File: src/rtl/deparser_emit_segs_if.sv
// deparser_emit_segs_if: window offer, bypass stream and output stream bundle for deparser_emit_segs
interface deparser_emit_segs_if #(
  parameter int C_AXIS_DATA_WIDTH = 256,
  parameter int C_AXIS_TUSER_WIDTH = 128,
  parameter int C_NUM_SEGS = 4
) ();
  logic [C_NUM_SEGS*C_AXIS_DATA_WIDTH-1:0] tdata_segs;
  logic [C_AXIS_TUSER_WIDTH-1:0] tuser_1st;
  logic [2:0] segs_num;
  logic segs_has_last;
  logic [C_AXIS_DATA_WIDTH/8-1:0] segs_last_tkeep;
  logic segs_valid;
  logic segs_ready;
  logic [C_AXIS_DATA_WIDTH-1:0] s_axis_tdata;
  logic [C_AXIS_DATA_WIDTH/8-1:0] s_axis_tkeep;
  logic s_axis_tlast;
  logic s_axis_tvalid;
  logic s_axis_tready;
  logic [C_AXIS_DATA_WIDTH-1:0] m_axis_tdata;
  logic [C_AXIS_TUSER_WIDTH-1:0] m_axis_tuser;
  logic [C_AXIS_DATA_WIDTH/8-1:0] m_axis_tkeep;
  logic m_axis_tvalid;
  logic m_axis_tlast;
  logic m_axis_tready;
  logic [15:0] drop_cnt;
  modport master (
    output tdata_segs, tuser_1st, segs_num, segs_has_last, segs_last_tkeep, segs_valid,
    output s_axis_tdata, s_axis_tkeep, s_axis_tlast, s_axis_tvalid, m_axis_tready,
    input segs_ready, s_axis_tready, m_axis_tdata, m_axis_tuser, m_axis_tkeep,
    input m_axis_tvalid, m_axis_tlast, drop_cnt
  );
  modport slave (
    input tdata_segs, tuser_1st, segs_num, segs_has_last, segs_last_tkeep, segs_valid,
    input s_axis_tdata, s_axis_tkeep, s_axis_tlast, s_axis_tvalid, m_axis_tready,
    output segs_ready, s_axis_tready, m_axis_tdata, m_axis_tuser, m_axis_tkeep,
    output m_axis_tvalid, m_axis_tlast, drop_cnt
  );
endinterface

File: src/rtl/deparser_emit_segs.sv
// deparser_emit_segs: re-serialises a buffered header window onto AXI4-Stream, then forwards bypass payload up to tlast
module deparser_emit_segs #(
  parameter int C_AXIS_DATA_WIDTH = 256,
  parameter int C_AXIS_TUSER_WIDTH = 128,
  parameter int C_NUM_SEGS = 4
) (
  input logic axis_clk,
  input logic areset,
  deparser_emit_segs_if.slave io
);
  localparam int W = C_AXIS_DATA_WIDTH;
  localparam int KW = W / 8;
  localparam int BW = $clog2(C_NUM_SEGS);
  typedef enum logic [1:0] {IDLE, EMIT, FLUSH_REST} state_t;
  state_t state;
  logic [W-1:0] buf_beats [C_NUM_SEGS];
  logic [C_AXIS_TUSER_WIDTH-1:0] buf_tuser;
  logic [KW-1:0] buf_keep;
  logic buf_last;
  logic [BW-1:0] beat;
  logic [BW-1:0] last_beat;
  logic [2:0] num_c;
  logic emit;
  logic flush;
  logic final_beat;
  logic close;
  logic accept;
  always_comb begin
    num_c = io.segs_num < 3'd2 ? 3'd2 : io.segs_num > 3'(C_NUM_SEGS) ? 3'(C_NUM_SEGS) : io.segs_num;
    emit = state == EMIT;
    flush = state == FLUSH_REST;
    final_beat = emit && beat == last_beat;
    close = final_beat && buf_last;
    io.segs_ready = !areset && (state == IDLE || (close && io.m_axis_tready));
    accept = io.segs_valid && io.segs_ready;
    io.s_axis_tready = flush && io.m_axis_tready;
    io.m_axis_tvalid = emit || (flush && io.s_axis_tvalid);
    io.m_axis_tdata = emit ? buf_beats[beat] : flush ? io.s_axis_tdata : '0;
    io.m_axis_tuser = emit && beat == '0 ? buf_tuser : '0;
    io.m_axis_tkeep = close ? buf_keep : emit ? '1 : flush ? io.s_axis_tkeep : '0;
    io.m_axis_tlast = close || (flush && io.s_axis_tlast);
  end
  always_ff @(posedge axis_clk) begin
    if (areset) begin
      state <= IDLE;
      beat <= '0;
      last_beat <= '0;
      buf_tuser <= '0;
      buf_keep <= '0;
      buf_last <= 1'b0;
      io.drop_cnt <= '0;
      for (int k = 0; k < C_NUM_SEGS; k++) buf_beats[k] <= '0;
    end else begin
      if (io.segs_valid && !io.segs_ready && io.drop_cnt != 16'hFFFF) io.drop_cnt <= io.drop_cnt + 16'd1;
      if (accept) begin
        state <= EMIT;
        beat <= '0;
        last_beat <= BW'(num_c - 3'd1);
        buf_tuser <= io.tuser_1st;
        buf_keep <= io.segs_last_tkeep;
        buf_last <= io.segs_has_last || num_c != 3'(C_NUM_SEGS);
        for (int k = 0; k < C_NUM_SEGS; k++) buf_beats[k] <= io.tdata_segs[k*W +: W];
      end else if (emit && io.m_axis_tready) begin
        if (final_beat) state <= buf_last ? IDLE : FLUSH_REST;
        else beat <= beat + 1'b1;
      end else if (flush && io.s_axis_tvalid && io.m_axis_tready && io.s_axis_tlast) begin
        state <= IDLE;
      end
    end
  end
endmodule

File: src/flat_wrapper.sv
// flat-port wrapper written by rule: the top's interface ports become plain ports
module deparser_emit_segs_flat 
#(
  parameter int C_AXIS_DATA_WIDTH = 256,
  parameter int C_AXIS_TUSER_WIDTH = 128,
  parameter int C_NUM_SEGS = 4
)
  (axis_clk, areset, io_tdata_segs, io_tuser_1st, io_segs_num, io_segs_has_last, io_segs_last_tkeep, io_segs_valid, io_s_axis_tdata, io_s_axis_tkeep, io_s_axis_tlast, io_s_axis_tvalid, io_m_axis_tready, io_segs_ready, io_s_axis_tready, io_m_axis_tdata, io_m_axis_tuser, io_m_axis_tkeep, io_m_axis_tvalid, io_m_axis_tlast, io_drop_cnt);
  deparser_emit_segs_if #(.C_AXIS_DATA_WIDTH(C_AXIS_DATA_WIDTH), .C_AXIS_TUSER_WIDTH(C_AXIS_TUSER_WIDTH), .C_NUM_SEGS(C_NUM_SEGS)) io_i ();
  input logic axis_clk;
  input logic areset;
  input wire logic [$bits(io_i.tdata_segs)-1:0] io_tdata_segs;
  input wire logic [$bits(io_i.tuser_1st)-1:0] io_tuser_1st;
  input wire logic [$bits(io_i.segs_num)-1:0] io_segs_num;
  input wire logic [$bits(io_i.segs_has_last)-1:0] io_segs_has_last;
  input wire logic [$bits(io_i.segs_last_tkeep)-1:0] io_segs_last_tkeep;
  input wire logic [$bits(io_i.segs_valid)-1:0] io_segs_valid;
  input wire logic [$bits(io_i.s_axis_tdata)-1:0] io_s_axis_tdata;
  input wire logic [$bits(io_i.s_axis_tkeep)-1:0] io_s_axis_tkeep;
  input wire logic [$bits(io_i.s_axis_tlast)-1:0] io_s_axis_tlast;
  input wire logic [$bits(io_i.s_axis_tvalid)-1:0] io_s_axis_tvalid;
  input wire logic [$bits(io_i.m_axis_tready)-1:0] io_m_axis_tready;
  output wire logic [$bits(io_i.segs_ready)-1:0] io_segs_ready;
  output wire logic [$bits(io_i.s_axis_tready)-1:0] io_s_axis_tready;
  output wire logic [$bits(io_i.m_axis_tdata)-1:0] io_m_axis_tdata;
  output wire logic [$bits(io_i.m_axis_tuser)-1:0] io_m_axis_tuser;
  output wire logic [$bits(io_i.m_axis_tkeep)-1:0] io_m_axis_tkeep;
  output wire logic [$bits(io_i.m_axis_tvalid)-1:0] io_m_axis_tvalid;
  output wire logic [$bits(io_i.m_axis_tlast)-1:0] io_m_axis_tlast;
  output wire logic [$bits(io_i.drop_cnt)-1:0] io_drop_cnt;
  assign io_i.tdata_segs = io_tdata_segs;
  assign io_i.tuser_1st = io_tuser_1st;
  assign io_i.segs_num = io_segs_num;
  assign io_i.segs_has_last = io_segs_has_last;
  assign io_i.segs_last_tkeep = io_segs_last_tkeep;
  assign io_i.segs_valid = io_segs_valid;
  assign io_i.s_axis_tdata = io_s_axis_tdata;
  assign io_i.s_axis_tkeep = io_s_axis_tkeep;
  assign io_i.s_axis_tlast = io_s_axis_tlast;
  assign io_i.s_axis_tvalid = io_s_axis_tvalid;
  assign io_i.m_axis_tready = io_m_axis_tready;
  assign io_segs_ready = io_i.segs_ready;
  assign io_s_axis_tready = io_i.s_axis_tready;
  assign io_m_axis_tdata = io_i.m_axis_tdata;
  assign io_m_axis_tuser = io_i.m_axis_tuser;
  assign io_m_axis_tkeep = io_i.m_axis_tkeep;
  assign io_m_axis_tvalid = io_i.m_axis_tvalid;
  assign io_m_axis_tlast = io_i.m_axis_tlast;
  assign io_drop_cnt = io_i.drop_cnt;
  deparser_emit_segs #(.C_AXIS_DATA_WIDTH(C_AXIS_DATA_WIDTH), .C_AXIS_TUSER_WIDTH(C_AXIS_TUSER_WIDTH), .C_NUM_SEGS(C_NUM_SEGS)) u_core (.axis_clk(axis_clk), .areset(areset), .io(io_i));
endmodule
File: config.mk
export PLATFORM = sky130hd
export DESIGN_NAME = deparser_emit_segs_flat
export DESIGN_NICKNAME = d
export VERILOG_FILES = /design/src/rtl/deparser_emit_segs_if.sv /design/src/rtl/deparser_emit_segs.sv /design/src/flat_wrapper.sv
export SDC_FILE = /design/constraint.sdc
export NUM_CORES = 2
export LEC_CHECK = 0
export ABC_CLOCK_PERIOD_IN_PS = 150800
export CORE_AREA = 3 3 744 746
export DETAILED_ROUTE_END_ITERATION = 10
export DIE_AREA = 0 0 747 749
export SLEW_MARGIN = 5
export SYNTH_ARGS = -nofsm -noshare
export SYNTH_HDL_FRONTEND = slang
export SYNTH_SLANG_ARGS = --single-unit
File: constraint.sdc
create_clock -name axis_clk -period 150.8 [get_ports axis_clk]
set_clock_uncertainty 0.15 [all_clocks]
set_input_delay 22.62 -clock axis_clk [delete_from_list [all_inputs] [get_ports axis_clk]]
set_output_delay 22.62 -clock axis_clk [all_outputs]
set_load 0.05 [all_outputs]
==> reports/metrics.yaml <==
power:
  ir_drop_mv: 0.00984
  p_seq_frac: 0.433
  swShare: 0.283
  power_switching_mw: 0.273
  p_leak_nw: 29.8
  p_comb_frac: 0.173
  clockPowerShare: 0.394
  p_int_mw: 0.693
  cellPowerDensity_mw_per_mm2: 11.0
synth:
  netlist_instances: 3905
  ys_async_sr_fraction: 0
  avgSynthCellArea_um2: 14.0
  synth_edf_count: 1024
  yosysWarnings: 0
  synthFlopType: "edfxtp_1"
  ys_types: 46
  ys_ff_latch: 1209
  syn_area_mm2: 0.0549
  ys_seq_area_frac: 0.628
  syn_nets: 5390
global_routing:
  antenna_found_initial: 475
  grtUsageTotal: 0.136
  grt_max_degree: 177
  grt_pass1_wl_um: 484000
  first_global_vias: 41306
  grt-ovfl-total: 0
timing:
  holdWs_ns: 0.311
  fmax_mhz: 20.8
  worstMarginPinSlew_ns: 1.14
  period_needed_ns: 48.14
  grt_setup_unrepaired: "false"
  min_period_over_period: 0.319
  hold_violations: 0
  setup_viol: 0
  slew_headroom: 0.239
  totalNegativeSetupSlack_ns: 0
  final-max-slew-violation-count: 0
setup_path:
  setup.worst_path.class: "in2out"
  critPathArrivalTime_ns: 25.37
  crit_path_end_kind: "output port"
  cp.buffers_inverters: 2
  start_kind: "primary input"
  cpMostUsedCell: "clkdlybuf4s50_1"
  cp_slowest_stage_delay_ns: 0.99
  crit_fanout: 6
  slowest_stage: "clkdlybuf4s50_1"
  crit_chain: "clkdlybuf4s50_1 > a41oi_2 > nor3_1 > clkdlybuf4s50_1"
  cpLargestDelayFamily: "buffers and inverters"
  rrSetupSlack_ns: 143.81
  worstPathRequired_ns: 128.03
finish:
  nNetsFinal: 7201
  fin_cells: 13278
  synthToLayoutAreaGrowth_pct: 59.7
  final_util: 0.160
  drive_gt1_frac: 0.0953
clock_tree:
  cts_made_buffers: 159
  clock_latency_ns: 0.81
  clk_pin_slew_worst_paths_ns: 0.05
  cts_root_buffer: "clkbuf_16"
  cts.hold.buffers_added: 0
  cts_max_path_buffers: 4
  postCtsSetupRepairBufs: 0
  cts_tree: "built"
  cts_max_level: 4
  cts.sinks: 1209
  cts-resized-gates: 0
place:
  io_buffers: 1917
  gp_congestion: 1.02
  dp_hpwl_um: 337000
  placed_cells: 12816
floorplan:
  die_width_um: 747
  die_h_um: 749
  floorplan.initialDensity: 0.100
  io_pins: 1918
  rows: 272
  dieArea_mm2: 0.560
  coreArea_mm2: 0.548
route:
  drc: 0
  first_pass_iters: 6
  routedWlPerCell_um: 29.9
  avgViaCountPerCell: 3.22
  vias: 42739
  ant_nets: 0
  drtIter0Drc: 3750
  routed_wl_um: 398000
job:
  cap_violations: 0
min_path:
  hold_path_class: "reg2reg"
status:
  outcome: "completed"
[cells in the mapped netlist, drive strengths merged (5+ instances only)]
library cell,count,share of area
a21oi,43,0.0039
a22o,256,0.041
and2,1027,0.12
and3,129,0.015
buf,84,0.010
clkbuf,243,0.018
dfxtp,185,0.068
edfxtp,1024,0.56
inv,5,0.00034
mux2,6,0.0012
mux4,256,0.11
nand2,172,0.012
nand2b,162,0.018
nand3,8,0.00073
nand4,5,0.00057
nor2,79,0.0054
nor2b,7,0.00080
nor4,5,0.00057
o21ai,165,0.015
o31ai,8,0.0011
or4,9,0.0012
[worst reg2reg max path, delay by kind of cell (launching register included)]
kind                   cells  cell delay (ns)
AO/OA/AOI/OAI              2             1.03
XOR/XNOR                   1             0.27
buffers and inverters      6             4.74
flip-flops                 1             0.33
[cells by family (layout without fill, tap and decap cells)]
logic type | count (synthesis) | after routing | share of synthesized area
buffers and inverters | 332 | 2262 | 0.0289
flip-flops | 1209 | 1209 | 0.628
adder cells (fa/ha/maj) | 3 | 3 | 0.000684
AND/OR/NAND/NOR | 1611 | 1611 | 0.173
multiplexers | 263 | 263 | 0.107
AO/OA/AOI/OAI | 484 | 484 | 0.0628
XOR/XNOR | 3 | 3 | 0.000479
other | 0 | 182 | 0
[area by class of cell]
class | instances | area [um2]
Tap cell | 7261 | 9080
Sequential cell | 1209 | 34500
Timing Repair Buffer | 1977 | 19700
Antenna cell | 182 | 455
Inverter | 5 | 18.8
Multi-Input combinational cell | 2364 | 18900
Clock buffer | 189 | 4140
Fill cell | 60806 | 460000
Clock inverter | 91 | 875
[metal layers]
layer,routed length [um],global-route usage,vias to the layer above
met5,1890,0,-
met4,20200,0.0573,280
met3,61600,0.0902,870
met2,161000,0.194,2577
met1,153000,0.157,20818
li1,-,-,18194
[metrics by stage]
stage / total power, mW / area (um2) / setup WS (ns)
floorplan: 0.539 / 54900 / 77.98
global placement: 0.593 / 82100 / 102.56
detailed placement: 0.593 / 82100 / 102.56
global route: 1.00 / 87300 / 102.61
finish: 0.965 / 87600 / 102.66
CTS: 0.984 / 87100 / 102.56
[power groups by stage]
stage               clock [mW]  sequential (mW)  combinational, mW
global route             0.407            0.420              0.176
CTS                      0.397            0.418              0.169
global placement             0            0.424              0.168
floorplan                    0            0.455             0.0838
finish                   0.381            0.418              0.167
detailed placement           0            0.425              0.169
[registers in the layout (all words and copies together) (netlist names), named ones only]
register and cells:
u_core.beat 2, u_core.buf_keep 32, u_core.buf_tuser 128, u_core.buf_last 1, u_core.last_beat 2, u_core.state 2
u_core.io.drop_cnt 16, u_core.buf_beats 1024
[layout by cell type (no fill, tap or decap), drive strengths merged, types with 2 or more instances in the layout]
cell           netlist  layout
xnor2                3       3
and2              1027    1027
o31ai                8       8
ha                   3       3
nand2b             162     162
nand2              172     172
or3                  2       2
nor2b                7       7
nor4                 5       5
nand3                8       8
bufinv               0      12
a22o               256     256
nand4                5       5
inv                  5      15
edfxtp            1024    1024
clkbuf             243     189
a21oi               43      43
a31o                 2       2
nor3                 2       2
nand3b               2       2
nor2                79      79
clkinv               0      64
a31oi                2       2
clkinvlp             0       5
and3               129     129
mux4               256     256
or4                  9       9
o21ai              165     165
mux2                 6       6
buf                 84      61
diode                0     182
clkdlybuf4s50        0    1916
dfxtp              185     185
[worst paths after layout]
kind | from | end | cells after the start
hold / removal | u_core.buf_tuser[19] | u_core.buf_tuser[19] | 2
setup reg to reg | u_core.beat[1] | u_core.buf_beats[0][12] | 9
hold reg to reg | u_core.buf_tuser[19] | u_core.buf_tuser[19] | 2
setup / recovery | io_m_axis_tready | io_segs_ready | 4
(Power assumes the default switching activity.)
